===== src/rtl/capture_seq.sv =====
// capture_seq: ADC acquisition sequencer handling trigger, holdoff, decimation and the two-bank swap handshake.
// Define CAPTURE_SEQ_AUTO_TRIG_EN to build the auto-mode timeout counter and the auto_fired flag.
module capture_seq #(
  parameter int DATA_WIDTH   = 16,
  parameter int BUF_SIZE     = 1024,
  parameter int AUTO_TIMEOUT = 1000000
) (
  input  logic                        clk,
  input  logic                        rst_n,
  input  logic                        reg_wr,
  input  logic                        reg_rd,
  input  logic [15:0]                 reg_addr,
  input  logic [DATA_WIDTH-1:0]       reg_wdata,
  output logic [DATA_WIDTH-1:0]       reg_rdata,
  input  logic                        stable,
  input  logic                        trig_in,
  input  logic                        sample_tick,
  output logic                        smp_we,
  output logic [$clog2(BUF_SIZE)-1:0] smp_addr,
  output logic                        wr_bank,
  output logic                        irq
);
  localparam int AW = $clog2(BUF_SIZE);
  typedef enum logic [2:0] {IDLE, ARM, HOLDOFF, WAIT_TRIG, CAPTURE, HANDOFF} state_t;
  state_t state, state_nx;
  logic run, single, ready, overrun, auto_fired, trig_prev;
  logic [1:0] mode;
  logic [DATA_WIDTH-1:0] decim, decim_len, hold_len, hold_cnt, dcnt;
  logic wr_ctrl, wr_stat, run_clr, release_bank, abort, last, timeout;
  logic edge_hit, forced, trig_hit, take, swap, hold_done;
  assign wr_ctrl      = reg_wr && reg_addr == 16'h4000;
  assign wr_stat      = reg_wr && reg_addr == 16'h4002;
  assign run_clr      = wr_ctrl && !reg_wdata[0];
  assign release_bank = wr_stat && reg_wdata[0];
  assign abort        = !stable && (state == HOLDOFF || state == WAIT_TRIG || state == CAPTURE);
  assign last         = smp_we && smp_addr == AW'(BUF_SIZE - 1);
  assign irq          = ready;
`ifdef CAPTURE_SEQ_AUTO_TRIG_EN
  localparam int TW = $clog2(AUTO_TIMEOUT) + 1;
  logic [TW-1:0] tcnt;
  assign timeout = tcnt == TW'(AUTO_TIMEOUT - 1);
  always_ff @(posedge clk or negedge rst_n)
    if (!rst_n) tcnt <= '0;
    else if (state != WAIT_TRIG) tcnt <= '0;
    else if (!timeout) tcnt <= tcnt + 1'b1;
`else
  assign timeout = 1'b0;
`endif
  always_comb begin
    edge_hit  = mode == 2'b01 ? trig_prev && !trig_in : mode == 2'b11 ? 1'b1 : !trig_prev && trig_in;
    forced    = mode == 2'b10 && timeout;
    trig_hit  = sample_tick && (edge_hit || forced);
    take      = sample_tick && dcnt == decim_len && !last;
    swap      = !ready || release_bank;
    hold_done = hold_cnt == '0 || (sample_tick && hold_cnt == DATA_WIDTH'(1));
    state_nx  = state;
    case (state)
      IDLE:      state_nx = run ? ARM : IDLE;
      ARM:       state_nx = HOLDOFF;
      HOLDOFF:   state_nx = hold_done ? WAIT_TRIG : HOLDOFF;
      WAIT_TRIG: state_nx = trig_hit ? CAPTURE : WAIT_TRIG;
      CAPTURE:   state_nx = last ? HANDOFF : CAPTURE;
      HANDOFF:   state_nx = single ? (swap ? IDLE : HANDOFF) : ARM;
      default:   state_nx = IDLE;
    endcase
    if (abort) state_nx = ARM;
    if (run_clr) state_nx = IDLE;
  end
  always_ff @(posedge clk or negedge rst_n)
    if (!rst_n) state <= IDLE;
    else state <= state_nx;
  always_ff @(posedge clk or negedge rst_n) begin
    if (!rst_n) begin
      {run, single, mode, ready, overrun, auto_fired, trig_prev, smp_we, wr_bank} <= '0;
      {decim, decim_len, hold_len, hold_cnt, dcnt, reg_rdata} <= '0;
      smp_addr <= '0;
    end else begin
      if (sample_tick) trig_prev <= trig_in;
      if (wr_ctrl) {mode, single, run} <= reg_wdata[3:0];
      if (reg_wr && reg_addr == 16'h4001) decim <= reg_wdata;
      if (reg_wr && reg_addr == 16'h4003) hold_len <= reg_wdata;
      if (release_bank) ready <= 1'b0;
      if (wr_stat && reg_wdata[1]) overrun <= 1'b0;
      if (reg_rd)
        reg_rdata <= reg_addr == 16'h4000 ? DATA_WIDTH'({mode, single, run}) :
                     reg_addr == 16'h4001 ? decim :
                     reg_addr == 16'h4002 ? DATA_WIDTH'({state, auto_fired, overrun, ready}) :
                     reg_addr == 16'h4003 ? hold_len : '1;
      smp_we <= 1'b0;
      case (state)
        ARM: begin
          hold_cnt  <= hold_len;
          decim_len <= decim;
          smp_addr  <= '0;
        end
        HOLDOFF: if (sample_tick && hold_cnt != '0) hold_cnt <= hold_cnt - 1'b1;
        WAIT_TRIG: if (trig_hit) begin
          smp_we     <= 1'b1;
          dcnt       <= '0;
          auto_fired <= forced && !edge_hit;
        end
        CAPTURE: begin
          smp_addr <= smp_addr + AW'(smp_we);
          smp_we   <= take;
          if (sample_tick) dcnt <= dcnt == decim_len ? '0 : dcnt + 1'b1;
        end
        HANDOFF: begin
          // A release landing in this cycle counts as a free bank, so the swap wins.
          if (swap) begin
            wr_bank <= !wr_bank;
            ready   <= 1'b1;
            if (single) run <= 1'b0;
          end else if (!single) overrun <= 1'b1;
        end
        default: ;
      endcase
      if (abort || run_clr) smp_we <= 1'b0;
      if (abort) smp_addr <= '0;
    end
  end
endmodule


===== config.mk =====
export PLATFORM = sky130hd
export DESIGN_NAME = capture_seq
export DESIGN_NICKNAME = d
export VERILOG_FILES = /design/src/rtl/capture_seq.sv
export SDC_FILE = /design/constraint.sdc
export NUM_CORES = 1
export LEC_CHECK = 0
export ABC_AREA = 1
export CAP_MARGIN = 30
export CORE_ASPECT_RATIO = 1.1
export CORE_MARGIN = 5
export CORE_UTILIZATION = 55
export DETAILED_ROUTE_END_ITERATION = 6
export PLACE_DENSITY = 0.79
export SLEW_MARGIN = 20
export SYNTH_ARGS = -nofsm -noshare
export SYNTH_HDL_FRONTEND = slang
export SYNTH_SLANG_ARGS = --single-unit

===== constraint.sdc =====
create_clock -name clk -period 4.2 [get_ports clk]
set_input_delay 1.05 -clock clk [delete_from_list [all_inputs] [get_ports clk]]
set_output_delay 1.05 -clock clk [all_outputs]
set_load 0.01 [all_outputs]

* Word level (Yosys, flattened, before mapping) *
Index checks and enable logic that the tools add are counted.

storage, ports and cells
  bits in registers = 118
  input port bits = 39

cells by class
  $add $sub $neg = 3
  equality and inequality tests = 17
  muxes and demuxes = 37
  reductions and logical operators = 37

operators with widths
  cell                                                                      number
  16-bit 2-to-1 mux                                                         8
  16-bit by 15-bit equality test with 1-bit output (second input constant)  4
  16-bit case mux with 2 select lines                                       2
  10-bit case mux with 2 select lines                                       1
  1-bit 2-to-1 mux                                                          18
  3-bit case mux with 6 select lines                                        1
  16-bit by 1-bit adder with 16-bit output (second input constant)          1
  16-bit by 1-bit equality test with 1-bit output (second input constant)   1
  16-bit equality test                                                      1
  1-bit logical AND                                                         16
  16-bit logical NOT                                                        1
  16-bit nonzero test                                                       1
  16-bit by 1-bit subtractor with 16-bit output (second input constant)     1
  3-bit 2-to-1 mux                                                          5
  10-bit by 1-bit adder with 10-bit output                                  1
  10-bit equality test (second input constant)                              1
  10-bit 2-to-1 mux                                                         1
  1-bit logical NOT                                                         7
  3-bit by 2-bit equality test with 1-bit output (second input constant)    2
  3-bit equality test (second input constant)                               2
  1-bit logical OR                                                          5
  2-bit inequality test (second input constant)                             2
  2-bit AND reduction                                                       2
  2-bit nonzero test                                                        2
  other kinds (8)                                                           8

* Logic depth before layout (Yosys ltp) *
Gate-level depths: netlist (run 1).

  depth after elaboration = 9
  mapped depth = 10
  gate-level depth less buffers = 10

* Worst setup path before layout (run 1) *
Ideal clock, no wire load.

  path kind = in2reg
  from = input port reg_addr[7]
  to = register reg_rdata[10]
  arrival = 1971 ps
  data required time = 4083 ps
  path slack = 2112 ps
  stages on the path = 9
  cells stage by stage = nor2_1 nand2_2 nor2_2 nand3_1 nand2_1 inv_1 buf_2 nand2_1 nand2_1

on the way
  cells in the longest elaborated chain, start to end = 5
  elaborated cells between the ends (all ways) = 8
  those cells by class = eq/ne (4); mux (4)

ends and longest elaborated chain
  element                                           line  text
  start, declared                                   12    input logic [15:0] reg_addr,
  16-bit by 15-bit equality test with 1-bit output  88    reg_addr == 16'h4003 ? hold_len : '1;
  16-bit 2-to-1 mux                                 88
  16-bit 2-to-1 mux                                 87    reg_addr == 16'h4002 ? DATA_WIDTH'({state, auto_fired, overrun, ready}) :
  16-bit 2-to-1 mux                                 86    reg_addr == 16'h4001 ? decim :
  16-bit 2-to-1 mux *                               85    reg_rdata <= reg_addr == 16'h4000 ? DATA_WIDTH'({mode, single, run}) :
  end signal, assigned                              85
  end, declared                                     14    output logic [DATA_WIDTH-1:0] reg_rdata,

Every way passes the cells marked *; elsewhere a longest branch is shown, timed or not.
A chain may end at the register's enable or synchronous reset.

* Final worst setup path (run 1) *
  from = input port reg_addr[11]
  to = register hold_len[5]

on the way
  cells in the longest elaborated chain, start to end = 2

ends and longest elaborated chain
  element                                           line  text
  16-bit by 15-bit equality test with 1-bit output  81    if (reg_wr && reg_addr == 16'h4003) hold_len <= reg_wdata;
  1-bit logical AND                                 81
  end signal, assigned                              81
  end, declared                                     28    logic [DATA_WIDTH-1:0] decim, decim_len, hold_len, hold_cnt, dcnt;

No other way between the ends.

==> results of run 1 <==
==> tightest hold or removal path, cell delays in order, from the launching register on <==
cell,delay [ns]
dfrtp_1,0.34
nand2_1,0.06
o21ai_2,0.05
==> cell families (layout without fill, tap and decap cells) <==
kind of cell | after synthesis | in the layout | synth area share [%]
DFF | 118 | 118 | 45.06
AOI/OAI and AO/OA | 122 | 122 | 10.96
and+or+nand+nor | 445 | 445 | 29.25
xor gates and xnor gates | 25 | 25 | 3.342
muxes | 8 | 8 | 1.375
buffers and inverters | 135 | 214 | 8.860
adders and majority gates | 6 | 6 | 1.146
==> power groups by stage <==
| stage | Combinational (uW) | Sequential [uW] | Clock (uW) |
|---|---|---|---|
| 2_1_floorplan | 954 | 1350 | 0 |
| 3_3_place_gp | 1210 | 1360 | 0 |
| 3_5_place_dp | 1230 | 1360 | 0 |
| 4_1_cts | 1250 | 1350 | 1500 |
| 5_1_grt | 1450 | 1370 | 1560 |
| 6_report | 1280 | 1350 | 1490 |
==> routing by layer <==
layer  part of all wire (%)  up-vias
li1                       -     2877
met1                     43     2697
met2                     50      173
met3                    5.1       27
met4                    1.8        0
met5                      0        -
==> worst paths after layout <==
path | startpoint | to | slack (ns)
worst max-delay path | reg_addr[11] | hold_len[5] | 1.31
worst min-delay path | hold_len[4] | hold_len[4] | 0.48
worst max register to register | state[1] | dcnt[6] | 1.82
worst min register to register | hold_len[4] | hold_len[4] | 0.48
max in group asynchronous | rst_n | hold_len[12] | 2.73
min in group asynchronous | rst_n | smp_addr[7] | 0.68
==> synthesized netlist by cell type (all sizes together) (4+ instances only) <==
library cell / count / area [sq um]
clkbuf: 4 / 15.01
o21ai: 94 / 530.5
dfrtp: 118 / 2953
o22ai: 4 / 25.02
a21oi: 15 / 86.34
ha: 6 / 75.07
nand4: 20 / 125.1
o2111ai: 4 / 35.03
nor2: 93 / 391.6
inv: 111 / 416.7
nor3: 6 / 40.04
nand2: 255 / 972.2
or2: 6 / 37.54
nand3b: 4 / 30.03
buf: 20 / 148.9
xor2: 24 / 210.2
nand3: 61 / 320.3
mux2: 8 / 90.09
==> flip-flops by register name (all words and copies together), names as in the netlist <==
register   count
hold_cnt      16
decim_len     16
irq            1
trig_prev      1
smp_we         1
mode           2
run            1
dcnt          16
wr_bank        1
decim         16
hold_len      16
reg_rdata     16
state          3
single         1
overrun        1
smp_addr      10
==> cell type report <==
type                       instances  area share (%)
clock inverter                    12           1.931
clock buffer                      20           5.778
inverter                         111           5.271
timing repair buffer              71           9.087
tap                              150           2.375
sequential                       118           37.36
multi-input combinational        606           38.20
==> per-stage QoR <==
step / utilization (%) / power [uW] / instance area [sq um] / hold WS, ns / setup slack, ns
after floorplan: - / 2301 / 6553 / 0.4550 / 2.112
after global placement: 62.79 / 2571 / 7279 / 0.4649 / 0.9643
after detailed placement: 62.79 / 2594 / 7279 / 0.4684 / 0.9003
after CTS: 68.04 / 4100 / 7889 / 0.4815 / 1.325
after global routing: 68.17 / 4383 / 7904 / 0.4961 / 1.109
final: 68.17 / 4124 / 7904 / 0.4800 / 1.310
==> summary.txt, run 1 <==
Run status
  • Outcome: complete, no violations

Setup path
  • R2R cell count: 8
  • CP Launch Type: input port
  • Top fanout value on the critical path: 32
  • Top delay family on crit path: simple AND/OR/NAND/NOR gates
  • Most used cell, CP: nand2_1
  • Setup CP Type: in2reg
  • CP endpoint kind: flop
  • Crit. path cell count: 9
  • Worst path slowest cell: clkdlybuf4s50_1
  • Critical path cell sequence: clkdlybuf4s50_1, nor2_1, nand2_1, nor2_4, nand2_1, inv_2, nand2_2, nand2_1, o21ai_2
  • Critical path arrival: 3.17 ns
  • Max stage delay on crit path: 0.41 ns
  • Crit path required time: 4.48 ns
  • Critical path buffers and inverters: 2

Timing
  • Crit share post-route: 68.82%
  • Tmin final: 2.890 ns
  • Setup TNS Final: 0 ns
  • RSZ-0062 raised after global routing: no
  • Final Hold Vio Count: 0
  • Skew final: 0.005364 ns
  • Max Freq: 346.0 MHz
  • Slew @ Worst Pin: 0.7606 ns
  • Slew margin rel.: 49.29%
  • Slew Viols, Final: 0
  • Final setup violation count: 0

Floorplan
  • IO Count: 68
  • Core area: 11,590 sq um
  • Die area: 14,200 sq um
  • Row cnt: 41
  • DIE HEIGHT: 124.5 microns
  • Initial core utilization: 56.52%
  • Die span in x: 114.1 microns

Route
  • Vias: 5,774
  • 1st-pass router iterations: 6
  • Post-DRT Antenna Nets: 0
  • Routed wire length: 15.98 mm
  • DRC Markers: 0
  • DR iter-0 viols: 581
  • Wirelength per Cell: 14.69 microns
  • Vias per cell: 5.307

Clock network
  • PostCTS Resize Cnt: 0
  • Hold_buf cts: 0
  • CTS clk-pin slew, worst paths: 0.05 ns
  • Clk Latency, worst-skew pair: 0.42 ns
  • Root Driver: clkbuf_16
  • TritonCTS clock tree: yes
  • Post-CTS setup buffer count: 0
  • Htree depth: 4
  • Inserted Clock Buffers: 17
  • Max Root-Sink Buffers: 2
  • TritonCTS Sinks: 118

Layout
  • Share of layout cells above drive strength 1: 10.66%
  • Layout Area Growth over Synthesis: 20.62%
  • N_diodes: 0
  • Reg area: 2953 sq um
  • Most frequent cells in the layout: nand2_1, dfrtp_1, inv_1, nor2_1, clkdlybuf4s50_1
  • Fin nets: 970
  • Multi-input gate area: 3019 sq um
  • Commonest non-fill, non-tap cell in the layout: nand2_1
  • Non-Filler Instances: 1,088
  • Layout fillers: 960

Synthesis
  • Asr flop ratio synth: 100.0%
  • Netlist cell types: 34
  • Post-synthesis sequential area ratio: 45.06%
  • Ys flop type: dfrtp_1
  • Mapped Nets: 904
  • Mean Syn Cell Area: 7.628 sq um
  • Mapped Area: 6553 sq um
  • Ys Warns: 0
  • Flops & latches, synth: 118
  • EDFF count, synth: 0
  • Post-Synthesis Cells: 859

Placement
  • HPWL after detailed placement: 11.21 mm
  • Placed insts: 1,055
  • GPL Wtd Cong: 0.9357
  • I/O Buffers: 67

Global route
  • Initial antenna violation count: 0
  • Routing usage on met2: 38.25%
  • Global-route wire length before repair: 26.82 mm
  • Met3 usage: 5.394%
  • GR Overflow Total: 0
  • GRT Total Usage: 23.47%
  • Number of global-route vias before repair: 5,556
  • Largest net degree at the start of global routing: 61
  • Top Usage Layer GRT: met2
  • M1 GR Usage: 30.88%

Hold path
  • HP Class: reg2reg
  • Hold depth: 2

Power and ir drop
  • Internal power: 2645 uW
  • Peak VDD IR: 0.4978 mV
  • Clock power frac: 36.1%
  • Sequential Power Share: 32.8%
  • Sw Share: 35.87%
  • Switching pwr: 1480 uW
  • Combinational Power Share: 31.1%
  • Pwr dens: 521.8 nW/um^2
  • Pleak: 0.003867 uW

Job
  • Max cap viols: 0
Note: power is estimated with default switching activity, not from simulation.
==> run 2, diff against run 1 <==
- clock period: 4.2 -> 3 ns (I/O delays scaled with it)
==> run 2 against run 1 <==
Register-to-register slack got worse by 0.70 ns. Largest cell class unchanged. Worst setup slack got worse by 0.54 ns. Critical path depth fell by 8. Sequential power rose by 40%. Clock-buffer cell count fell by 2. Worst hold slack got worse by 0.18 ns. Global-route usage fell by 0.43 points. Power rose by 44%. First-iteration DRC count rose by 13%. Core utilization rose by 0.97 points. Die area did not move.
==> summary.txt, run 2 (synthesis results as in run 1) <==
Timing
  • Final setup violation count: 0
  • Max Freq: 448.6 MHz
  • Tmin final: 2.229 ns
  • Setup TNS Final: 0 ns
  • Slew margin rel.: 66.89%
  • Final Hold Vio Count: 0
  • Final setup margin: 0.7708 ns
  • RSZ-0062 raised after global routing: no
  • Slew Viols, Final: 0
  • Skew final: 0.008251 ns
  • Crit share post-route: 74.31%
  • Slew @ Worst Pin: 0.4967 ns

Floorplan
  • IO Count: 68
  • Die area: 14,200 sq um
  • DIE HEIGHT: 124.5 microns
  • Row cnt: 41
  • Core area: 11,590 sq um
  • Initial core utilization: 56.52%
  • Die span in x: 114.1 microns

Setup path
  • CP Launch Type: flop
  • Reg-to-reg endpoint: hold_cnt[12]
  • Critical path arrival: 1.48 ns
  • Worst path slowest cell: clkdlybuf4s50_1
  • Critical path cell sequence: clkdlybuf4s50_1
  • R2r setup slk: 1.12 ns
  • R2R cell count: 10
  • Top fanout value on the critical path: 6
  • Max stage delay on crit path: 0.60 ns
  • Top delay family on crit path: buffers and inverters
  • Setup CP Type: reg2out
  • CP endpoint kind: primary output
  • Critical path buffers and inverters: 1
  • Crit path launch: irq
  • Crit path required time: 2.25 ns
  • Worst r2r src: state[2]

Layout
  • Layout fillers: 974
  • Multi-input gate area: 3019 sq um
  • Fin nets: 977
  • Share of layout cells above drive strength 1: 11.43%
  • Most frequent cells in the layout: nand2_1, dfrtp_1, inv_1, nor2_1, clkdlybuf4s50_1
  • Layout Area Growth over Synthesis: 22.34%
  • Commonest non-fill, non-tap cell in the layout: nand2_1
  • Util after Layout: 69.15%
  • Reg area: 2953 sq um
  • Finished Cell Area: 8016 sq um
  • N_diodes: 0

Route
  • Vias per cell: 5.285
  • Vias: 5,787
  • Routed wire length: 15.61 mm
  • 1st-pass router iterations: 5
  • Wirelength per Cell: 14.26 microns
  • DR iter-0 viols: 656
  • DRC Markers: 0
  • Post-DRT Antenna Nets: 0

Clock network
  • Post-CTS setup buffer count: 0
  • Hold_buf cts: 0
  • Inserted Clock Buffers: 17
  • Max Root-Sink Buffers: 2
  • TritonCTS Sinks: 118
  • CTS clk-pin slew, worst paths: 0.05 ns
  • Htree depth: 4
  • Root Driver: clkbuf_16
  • PostCTS Resize Cnt: 0
  • Clk Latency, worst-skew pair: 0.42 ns
  • TritonCTS clock tree: yes

Placement
  • DP Area: 7352 sq um
  • Setup WS pre-CTS: 0.4245 ns
  • I/O Buffers: 67
  • GPL Wtd Cong: 0.9153
  • HPWL after detailed placement: 11.34 mm

Job
  • Max cap viols: 0

Hold path
  • HP Class: in2async

Global route
  • Number of global-route vias before repair: 5,516
  • GR Overflow Total: 0
  • GRT Total Usage: 23.04%
  • Largest net degree at the start of global routing: 48
  • Initial antenna violation count: 0
  • Global-route wire length before repair: 26.52 mm

Power and ir drop
  • Pwr dens: 742.2 nW/um^2
  • Pleak: 0.003927 uW
  • Peak VDD IR: 0.5909 mV

Run status
  • Outcome: complete, no violations
## run 2: per-layer routing
layer	track usage (%)	wire length (microns)	vias to the layer above
met3	5.248	933	32
li1	-	-	2889
met5	0	0	-
met2	35.87	7497	195
met1	31.50	6820	2671
met4	8.176	359	0
## run 2: cell type report
type	instances	share of cell area, %
clock inverter	14	2.809
inverter	111	5.197
timing repair buffer	78	9.677
multi-input combinational	606	37.66
tap	150	2.341
clock buffer	18	5.478
sequential	118	36.83
## run 2: worst max path at each step
stage | to | slack, ns | cells past startpoint
final | irq | 0.77 | 1
after global routing | reg_rdata[12] | 0.61 | 9
after CTS | irq | 0.76 | 1
after detailed placement | reg_rdata[14] | 0.42 | 9
after global placement | reg_rdata[8] | 0.47 | 9
after floorplan | reg_rdata[10] | 1.21 | 9
## run 2: power by group
| group | switching [uW] | internal [uW] | total, uW |
|---|---|---|---|
| sequential | 139 | 1750 | 1890 |
| combinational | 1180 | 607 | 1790 |
| clock | 765 | 1500 | 2270 |
## run 2: stage by stage
stage / instances / hold slack (ns) / total power, uW
floorplan: 859 / 0.4544 / 3221
finish: 1095 / 0.2990 / 5950
global route: 1095 / 0.3325 / 6310
global placement: 1063 / 0.4648 / 3642
detailed placement: 1063 / 0.4670 / 3672
CTS: 1095 / 0.3041 / 5957
==> run 3, diff against run 2 <==
- CORE_UTILIZATION: 55 -> 52
- PLACE_DENSITY: 0.79 -> 0.78
- clock period: 3 -> 1.8 ns (I/O delays scaled with it)
==> run 3 against run 2 <==
First-iteration DRC count down 13%. Register-to-register slack worse by 1.1 ns. Worst hold slack better by 0.093 ns. Critical path depth up 10. Critical path type is now in2reg. Highest routed layer unchanged. Die area up 5.3%. Via count up 5.4%. Non-clock buffer count up 38. Clock power up 52%. Sequential power up 67%. Largest power group unchanged. Cell area up 4.6%. Global-route usage up 0.85 points.
==> summary.txt, run 3 (synthesis results as in run 1) <==
Timing
  • Max Freq: 564.6 MHz
  • Tmin final: 1.771 ns
  • Crit share post-route: 98.40%
  • Final hold slack: 0.3922 ns
  • Slew Viols, Final: 0
  • Slew @ Worst Pin: 0.4954 ns
  • Final Hold Vio Count: 0
  • Slew margin rel.: 66.93%
  • Final setup violation count: 0
  • Skew final: 0.004697 ns
  • Setup TNS Final: 0 ns

Run status
  • Outcome: complete, no violations

Global route
  • GRT Total Usage: 23.89%
  • Initial antenna violation count: 0
  • Met3 usage: 5.524%
  • Global-route wire length before repair: 27.83 mm
  • Largest net degree at the start of global routing: 48
  • Routing usage on met2: 39.30%
  • Number of global-route vias before repair: 5,808
  • Top Usage Layer GRT: met2
  • M1 GR Usage: 30.49%
  • GR Overflow Total: 0

Route
  • Vias: 6,101
  • Post-DRT Antenna Nets: 0
  • Routed wire length: 16.95 mm
  • DR iter-0 viols: 570
  • Wirelength per Cell: 14.86 microns
  • 1st-pass router iterations: 7
  • Vias per cell: 5.347
  • DRC Markers: 0

Floorplan
  • DIE HEIGHT: 127.7 microns
  • Core area: 12,480 sq um
  • Die area: 14,950 sq um
  • Die span in x: 117.0 microns
  • Row cnt: 43
  • Initial core utilization: 52.50%
  • IO Count: 68

Setup path
  • Top fanout value on the critical path: 10
  • CP endpoint kind: flop
  • Crit path required time: 2.10 ns
  • CP Launch Type: input port
  • Setup CP Type: in2reg
  • Critical path arrival: 2.07 ns

Layout
  • Multi-input gate area: 3057 sq um
  • Layout fillers: 1,002
  • Fin nets: 1,016
  • Reg area: 2954 sq um
  • Share of layout cells above drive strength 1: 15.85%
  • Layout Area Growth over Synthesis: 27.97%
  • Util after Layout: 67.18%
  • N_diodes: 0
  • Commonest non-fill, non-tap cell in the layout: nand2_1
  • Most frequent cells in the layout: nand2_1, dfrtp_1, inv_1, nor2_1, nand3_1

Hold path
  • HP Class: in2async

Power and ir drop
  • Pwr dens: 1183 nW/um^2
  • Pleak: 0.004247 uW
  • Peak VDD IR: 1.113 mV

Clock network
  • TritonCTS clock tree: yes
  • Clk Latency, worst-skew pair: 0.42 ns
  • Max Root-Sink Buffers: 2
  • CTS clk-pin slew, worst paths: 0.05 ns
  • TritonCTS Sinks: 118
  • Inserted Clock Buffers: 17
  • Htree depth: 4
  • Root Driver: clkbuf_16

Placement
  • GPL Wtd Cong: 0.9479
  • I/O Buffers: 67
  • HPWL after detailed placement: 12.01 mm

Job
  • Max cap viols: 0
==> run 3: path summary, 6_finish.rpt <==
| kind | startpoint | end | slack (ns) | cells after the start |
|---|---|---|---|---|
| setup reg to reg | hold_cnt[0] | hold_cnt[6] | 0.07 | 8 |
| min in group clk | hold_len[3] | hold_len[3] | 0.48 | 2 |
| setup / recovery | reg_addr[13] | reg_rdata[7] | 0.03 | 11 |
| hold / removal | rst_n | smp_addr[4] | 0.39 | 2 |
| hold reg to reg | hold_len[3] | hold_len[3] | 0.48 | 2 |
| max in group asynchronous | rst_n | irq | 0.79 | 3 |
==> run 3: metal layers <==
| metal | routed length (microns) | up-vias |
|---|---|---|
| li1 | - | 2971 |
| met1 | 7091 | 2886 |
| met2 | 8484 | 199 |
| met3 | 915 | 45 |
| met4 | 459 | 0 |
| met5 | 0 | - |
==> run 3: timing repair <==
action	CTS	global route
gates cloned	0	1
hold endpoints to repair	2	0
buffers inserted	2	5
hold buffers	1	0
pin swaps	0	1
gates resized for setup	17	20
setup endpoints to repair	18	29
==> run 3: area by class of cell <==
type | count | area share, %
Tap cell | 157 | 2.343
Inverter | 111 | 5.013
Multi-Input combinational cell | 607 | 36.45
Timing Repair Buffer | 116 | 13.74
Clock inverter | 8 | 1.119
Sequential cell | 118 | 35.23
Clock buffer | 24 | 6.103
==> run 3: through the flow <==
stage | std cells | setup WS, ns | power [uW] | instance area, sq um
global route | 1141 | -0.04058 | 10510 | 8386
detailed placement | 1100 | -0.3208 | 6288 | 7649
CTS | 1135 | 0.005122 | 9774 | 8260
finish | 1141 | 0.02874 | 9921 | 8386
global placement | 1100 | -0.2419 | 6222 | 7649
floorplan | 859 | 0.3121 | 5368 | 6553
==> run 3: critical path, stage by stage <==
cell	delay, ns
clkdlybuf4s50_1	0.41
nor2_1	0.10
nand3_1	0.11
nor2_4	0.22
buf_12	0.16
nand3_1	0.11
nand2_2	0.11
clkinvlp_4	0.12
buf_12	0.16
nand2_1	0.07
nand2_1	0.06
==> run 3: where the power goes <==
part           switching (uW)  internal (uW)  total (uW)  leakage [uW]
clock network            1200           2250        3450      0.000306
registers                 233           2920        3150       0.00154
logic                    2090           1230        3320       0.00240
total                    3520           6400        9920       0.00425
==> patch 1 (settings of run 2) <==
`DATA_WIDTH`: 16 -> 24.
--- a/src/rtl/capture_seq.sv
+++ b/src/rtl/capture_seq.sv
@@ -1,7 +1,7 @@
 // capture_seq: ADC acquisition sequencer handling trigger, holdoff, decimation and the two-bank swap handshake.
 // Define CAPTURE_SEQ_AUTO_TRIG_EN to build the auto-mode timeout counter and the auto_fired flag.
 module capture_seq #(
-  parameter int DATA_WIDTH   = 16,
+  parameter int DATA_WIDTH   = 24,
   parameter int BUF_SIZE     = 1024,
   parameter int AUTO_TIMEOUT = 1000000
 ) (
Interface: changed (resized reg_rdata and reg_wdata); port bits go from 68 to 84. No check against the original RTL was run, so the function may have changed too.
==> patch 1 against run 2 <==
  * Final area increased by 34%
  * Wire length increased by 52%
  * Synthesized area increased by 39%
  * Power increased by 20%
  * Setup slack got worse by 0.23 ns
  * Sequential share of layout area increased by 1.8 points
  * Sequential power increased by 41%
  * Fmax decreased by 9.4%
  * Sequential cell count increased by 48
==> patch 1: results (changes against run 2) <==
[critical_path]
slowest_stage = clkdlybuf4s50_1
crit_fanout = 17  ; +11
max_stage_delay_ns = 0.63  ; +0.03 ns
rrSetupSlack_ns = 0.55  ; -0.57 ns
worstPathArrival_ns = 2.75  ; +1.27 ns
path_class = input port to register

[final_layout]
nNetsFinal = 1400  ; +43%
antennaDiodeCount = 0  ; unchanged
layout-drive-gt1-share = 0.0559  ; -0.0584

[yosys]
ys_types = 35  ; +2.9%
synth.area.top_cells = dfrtp_1, nand2_1, inv_1, o21ai_0, nor2_1
synth_fp_nets = 1323  ; +46%
synth_warnings = 0  ; unchanged
synth_sequential_area_ratio = 0.456  ; +0.00528
synth_common_cells = nand2_1, dfrtp_1, inv_1, nor2_1, o21ai_0
ys_async_sr_fraction = 1.00  ; unchanged
ys.flop_type = dfrtp_1

[drt]
vias = 8446  ; +46%
drtIter0Drc = 823  ; +25%
wire_per_inst_microns = 15.2  ; +6.5%
detail_route.first_pass.iterations = 5  ; unchanged

[place]
port_buffers = 83  ; +24%
dpl.hpwl_mm = 17.3  ; +53%
place_congestion = 0.955  ; +4.4%

[global_route]
antenna_found_initial = 0  ; unchanged
grt.total_usage = 0.252  ; +0.0219
grt_pass1_vias = 7916  ; +44%
grt_max_degree = 59  ; +23%
grt_pass1_wl_mm = 39.5  ; +49%

[timing]
finalClockSkew_ns = 0.00938  ; +0.00113 ns
tightest_slew_ns = 0.636  ; +0.139 ns

[clock_network]
clk_latency_ns = 0.43
post_cts_buffers = 0  ; unchanged
htree_num_levels = 4  ; unchanged
clock_path_buffers = 2  ; unchanged
cts.reportedPaths.clkPinSlew_ns = 0.07  ; +0.02 ns
cts-root-buf = clkbuf_16
postCtsResizedCells = 0  ; unchanged
cts_buffers = 17  ; unchanged

[power]
switching_share = 0.373  ; +0.0225
leakage_nw = 5.24  ; +33%
peakVddDrop_mv = 0.620  ; +4.9%

[outcome]
status = finished, final reports clean

[hold_path]
hold_class = input port to asynchronous set/reset pin

-- patch 1: cell count changes in the layout (fill, tap and decap cells not counted), sizes merged, moves of 16 or more --
cell | run 2 | this run
nand2 | 255 | 426
o21ai | 94 | 119
dfrtp | 118 | 166
o22ai | 4 | 23
nor2 | 93 | 135
clkdlybuf4s50 | 66 | 82
inv | 112 | 166
-- patch 1: worst max-delay path: cells and delay by family --
family          cells  cell delay [ns]
simple gates        3             0.64
buf+inv             2             0.94
compound gates      3             0.41
-- patch 1: kinds of logic (layout without fill, tap and decap cells) --
| group | after synthesis | count (layout) | share of synthesized area |
|---|---|---|---|
| buffers and inverters | 209 | 299 | 0.0932 |
| AO/OA/AOI/OAI | 182 | 182 | 0.110 |
| XOR/XNOR | 26 | 26 | 0.0250 |
| flip-flops | 166 | 166 | 0.456 |
| AND/OR/NAND/NOR | 681 | 681 | 0.308 |
| adder cells (fa/ha/maj) | 6 | 6 | 0.00824 |
-- patch 1: per-stage QoR --
stage               cells  hold WS (ns)  setup slack (ns)  area, sq um  utilization
floorplan            1270         0.453              1.08         9110            -
global placement     1532         0.466             0.208        10200        0.623
detailed placement   1532         0.469             0.125        10200        0.623
CTS                  1564         0.300             0.570        10800        0.660
global route         1564         0.333             0.366        10800        0.660
finish               1564         0.284             0.539        10800        0.660
-- patch 1: layout make-up --
type	count	area, sq um
Timing Repair Buffer	103	1020
Sequential cell	166	4150
Inverter	164	616
Tap cell	204	255
Multi-Input combinational cell	895	4110
Fill cell	1442	5550
Clock buffer	21	480
Clock inverter	11	120
-- patch 1: path summary, 6_finish.rpt --
check / from / endpoint / cells after the start
min: rst_n / smp_addr[5] / 1
min reg2reg: wr_bank / wr_bank / 1
min in group clk: wr_bank / wr_bank / 1
max: sample_tick / dcnt[18] / 8
max in group asynchronous: rst_n / hold_cnt[5] / 2
max reg2reg: state[0] / hold_cnt[5] / 8
-- patch 1: routing by layer --
layer / global-route usage / part of all wire / up-vias
met1: 0.349 / 0.44 / 3938
met5: 0 / 0 / -
met2: 0.402 / 0.47 / 279
li1: - / - / 4183
met4: 0.104 / 0.026 / 0
met3: 0.0357 / 0.060 / 46
-- patch 1: power groups by stage --
stage          Combinational (W)  Sequential (W)  Clock, W
2_1_floorplan            0.00165         0.00263         0
3_3_place_gp             0.00219         0.00270         0
3_5_place_dp             0.00223         0.00270         0
4_1_cts                  0.00225         0.00267   0.00225
5_1_grt                  0.00254         0.00270   0.00235
6_report                 0.00227         0.00267   0.00223
==> patch 2 (config.mk and constraints of run 2) <==
Without the edit above. Add an input register stage for `reg_addr`, with the module's reset; this delays it by one clock. The other inputs are not delayed to match.
--- a/src/rtl/capture_seq.sv
+++ b/src/rtl/capture_seq.sv
@@ -22,14 +22,25 @@
 );
   localparam int AW = $clog2(BUF_SIZE);
   typedef enum logic [2:0] {IDLE, ARM, HOLDOFF, WAIT_TRIG, CAPTURE, HANDOFF} state_t;
+
+  logic [15:0] reg_addr_q;
+
+  always_ff @(posedge clk or negedge rst_n) begin
+    if (!rst_n) begin
+      reg_addr_q <= '0;
+    end else begin
+      reg_addr_q <= reg_addr;
+    end
+  end
+
   state_t state, state_nx;
   logic run, single, ready, overrun, auto_fired, trig_prev;
   logic [1:0] mode;
   logic [DATA_WIDTH-1:0] decim, decim_len, hold_len, hold_cnt, dcnt;
   logic wr_ctrl, wr_stat, run_clr, release_bank, abort, last, timeout;
   logic edge_hit, forced, trig_hit, take, swap, hold_done;
-  assign wr_ctrl      = reg_wr && reg_addr == 16'h4000;
-  assign wr_stat      = reg_wr && reg_addr == 16'h4002;
+  assign wr_ctrl      = reg_wr && reg_addr_q == 16'h4000;
+  assign wr_stat      = reg_wr && reg_addr_q == 16'h4002;
   assign run_clr      = wr_ctrl && !reg_wdata[0];
   assign release_bank = wr_stat && reg_wdata[0];
   assign abort        = !stable && (state == HOLDOFF || state == WAIT_TRIG || state == CAPTURE);
@@ -77,15 +88,15 @@
     end else begin
       if (sample_tick) trig_prev <= trig_in;
       if (wr_ctrl) {mode, single, run} <= reg_wdata[3:0];
-      if (reg_wr && reg_addr == 16'h4001) decim <= reg_wdata;
-      if (reg_wr && reg_addr == 16'h4003) hold_len <= reg_wdata;
+      if (reg_wr && reg_addr_q == 16'h4001) decim <= reg_wdata;
+      if (reg_wr && reg_addr_q == 16'h4003) hold_len <= reg_wdata;
       if (release_bank) ready <= 1'b0;
       if (wr_stat && reg_wdata[1]) overrun <= 1'b0;
       if (reg_rd)
-        reg_rdata <= reg_addr == 16'h4000 ? DATA_WIDTH'({mode, single, run}) :
-                     reg_addr == 16'h4001 ? decim :
-                     reg_addr == 16'h4002 ? DATA_WIDTH'({state, auto_fired, overrun, ready}) :
-                     reg_addr == 16'h4003 ? hold_len : '1;
+        reg_rdata <= reg_addr_q == 16'h4000 ? DATA_WIDTH'({mode, single, run}) :
+                     reg_addr_q == 16'h4001 ? decim :
+                     reg_addr_q == 16'h4002 ? DATA_WIDTH'({state, auto_fired, overrun, ready}) :
+                     reg_addr_q == 16'h4003 ? hold_len : '1;
       smp_we <= 1'b0;
       case (state)
         ARM: begin
Function: changed (Yosys sat finds a counterexample within 4 cycles, from zero or initial values and one cycle with rst_n low).
==> patch 2 against run 2 <==
  * Clock power fell by 4%
  * Largest cell class is now sequential cells
  * Highest routed layer unchanged
  * Power rose by 2.2%
  * Critical path depth did not move
  * Wire length rose by 3.4%
  * Sequential power rose by 14%
  * Synthesized area rose by 5.9%
  * Setup slack improved by 0.021 ns
  * Global-route usage rose by 0.15 points
  * Via count rose by 3.0%
  * Final area rose by 3.9%
  * Sequential cell count rose by 16
==> patch 2: results (changes against run 2) <==
[yosys]
ys_types = 44  ; +29%
netlist_instances = 867  ; +0.93%
synth_fp_nets = 912  ; +0.88%
synth_common_cells = nand2_1, dfrtp_1, nor2_1, inv_1, o21ai_0
synth_edf_count = 0  ; unchanged
synth.area.top_cells = dfrtp_1, nand2_1, nor2_1, inv_1, o21ai_0
synth_sequential_area_ratio = 0.483  ; +0.0326

[final_layout]
nNetsFinal = 981  ; +0.41%
layout-drive-gt1-share = 0.0906  ; -0.0237

[place]
place_congestion = 0.871  ; -4.8%
dp_cells = 1074  ; +1.0%
dpl.hpwl_mm = 11.5  ; +1.5%

[critical_path]
crit_family = buffers and inverters
slowest_stage = clkdlybuf4s50_1
rr_worst_depth = 6  ; -4
worst_r2r_endpoint = hold_cnt[6]
rrSetupSlack_ns = 0.91  ; -0.21 ns
crit_fanout = 6  ; unchanged
timing.rr.start = state[2]
max_stage_delay_ns = 0.58  ; -0.02 ns
worstPathArrival_ns = 1.46  ; -0.02 ns

[power]
leakage_nw = 4.09  ; +4.1%
peakVddDrop_mv = 0.539  ; -8.8%
p_sw_w = 0.00207  ; -0.74%

[drt]
vias = 5963  ; +3.0%
vias_per_cell = 5.39  ; +2.0%
drtIter0Drc = 498  ; -24%
detail_route.first_pass.iterations = 5  ; unchanged
wire_per_inst_microns = 14.6  ; +2.4%
drc = 0  ; unchanged

[global_route]
grt_max_degree = 67  ; +40%
grt_pass1_vias = 5769  ; +4.6%
grt.total_usage = 0.232  ; +0.00150
grt_pass1_wl_mm = 27.4  ; +3.2%

[outcome]
status = finished, final reports clean

[clock_network]
clk_latency_ns = 0.43
postCtsResizedCells = 0  ; unchanged
clock_path_buffers = 2  ; unchanged

[timing]
tightest_slew_ns = 0.652  ; +0.155 ns
finalClockSkew_ns = 0.0103  ; +0.00200 ns

[hold_path]
hold_class = input port to asynchronous set/reset pin

patch 2: worst max-delay path by stage:
stage / startpoint / endpoint / slack (ns) / depth (start not counted)
floorplan: sample_tick / dcnt[11] / 1.19 / 9
global placement: sample_tick / dcnt[13] / 0.47 / 8
detailed placement: sample_tick / dcnt[15] / 0.44 / 8
CTS: irq / irq / 0.78 / 1
global route: sample_tick / dcnt[5] / 0.73 / 8
finish: irq / irq / 0.79 / 1
patch 2: cell type report:
class                           instances  area [sq um]
Clock buffer                           23           468
Tap cell                              157           196
Inverter                               94           353
Multi-Input combinational cell        615          3090
Timing Repair Buffer                   74           724
Fill cell                            1052          4150
Sequential cell                       134          3350
Clock inverter                          9           149
patch 2: logic make-up after synthesis:
group | count (synthesis) | share of synthesized area
XOR/XNOR | 26 | 0.0328
multiplexers | 12 | 0.0191
adder cells (fa/ha/maj) | 6 | 0.0108
flip-flops | 134 | 0.483
AND/OR/NAND/NOR | 452 | 0.288
buffers and inverters | 118 | 0.0721
AO/OA/AOI/OAI | 119 | 0.0938
patch 2: stage by stage:
| step | total power (W) | instance area, sq um | setup slack [ns] | hold slack (ns) |
|---|---|---|---|---|
| after floorplan | 0.00347 | 6940 | 1.19 | 0.451 |
| after global placement | 0.00386 | 7710 | 0.469 | 0.462 |
| after detailed placement | 0.00390 | 7710 | 0.441 | 0.467 |
| after CTS | 0.00608 | 8330 | 0.780 | 0.316 |
| after global routing | 0.00643 | 8330 | 0.735 | 0.347 |
| final | 0.00608 | 8330 | 0.792 | 0.300 |
patch 2: routing by layer:
metal | vias up | part of all wire | global-route usage
met3 | 33 | 0.047 | 0.0519
met2 | 146 | 0.49 | 0.372
met4 | 0 | 0.022 | 0.0877
li1 | 2929 | - | -
met1 | 2855 | 0.44 | 0.307
met5 | - | 0 | 0
patch 2: power by group through the flow:
stage / registers, W / logic, W / clock network, W
6_report: 0.00215 / 0.00174 / 0.00219
5_1_grt: 0.00217 / 0.00197 / 0.00229
4_1_cts: 0.00214 / 0.00174 / 0.00221
3_5_place_dp: 0.00217 / 0.00173 / 0
3_3_place_gp: 0.00217 / 0.00169 / 0
2_1_floorplan: 0.00214 / 0.00134 / 0
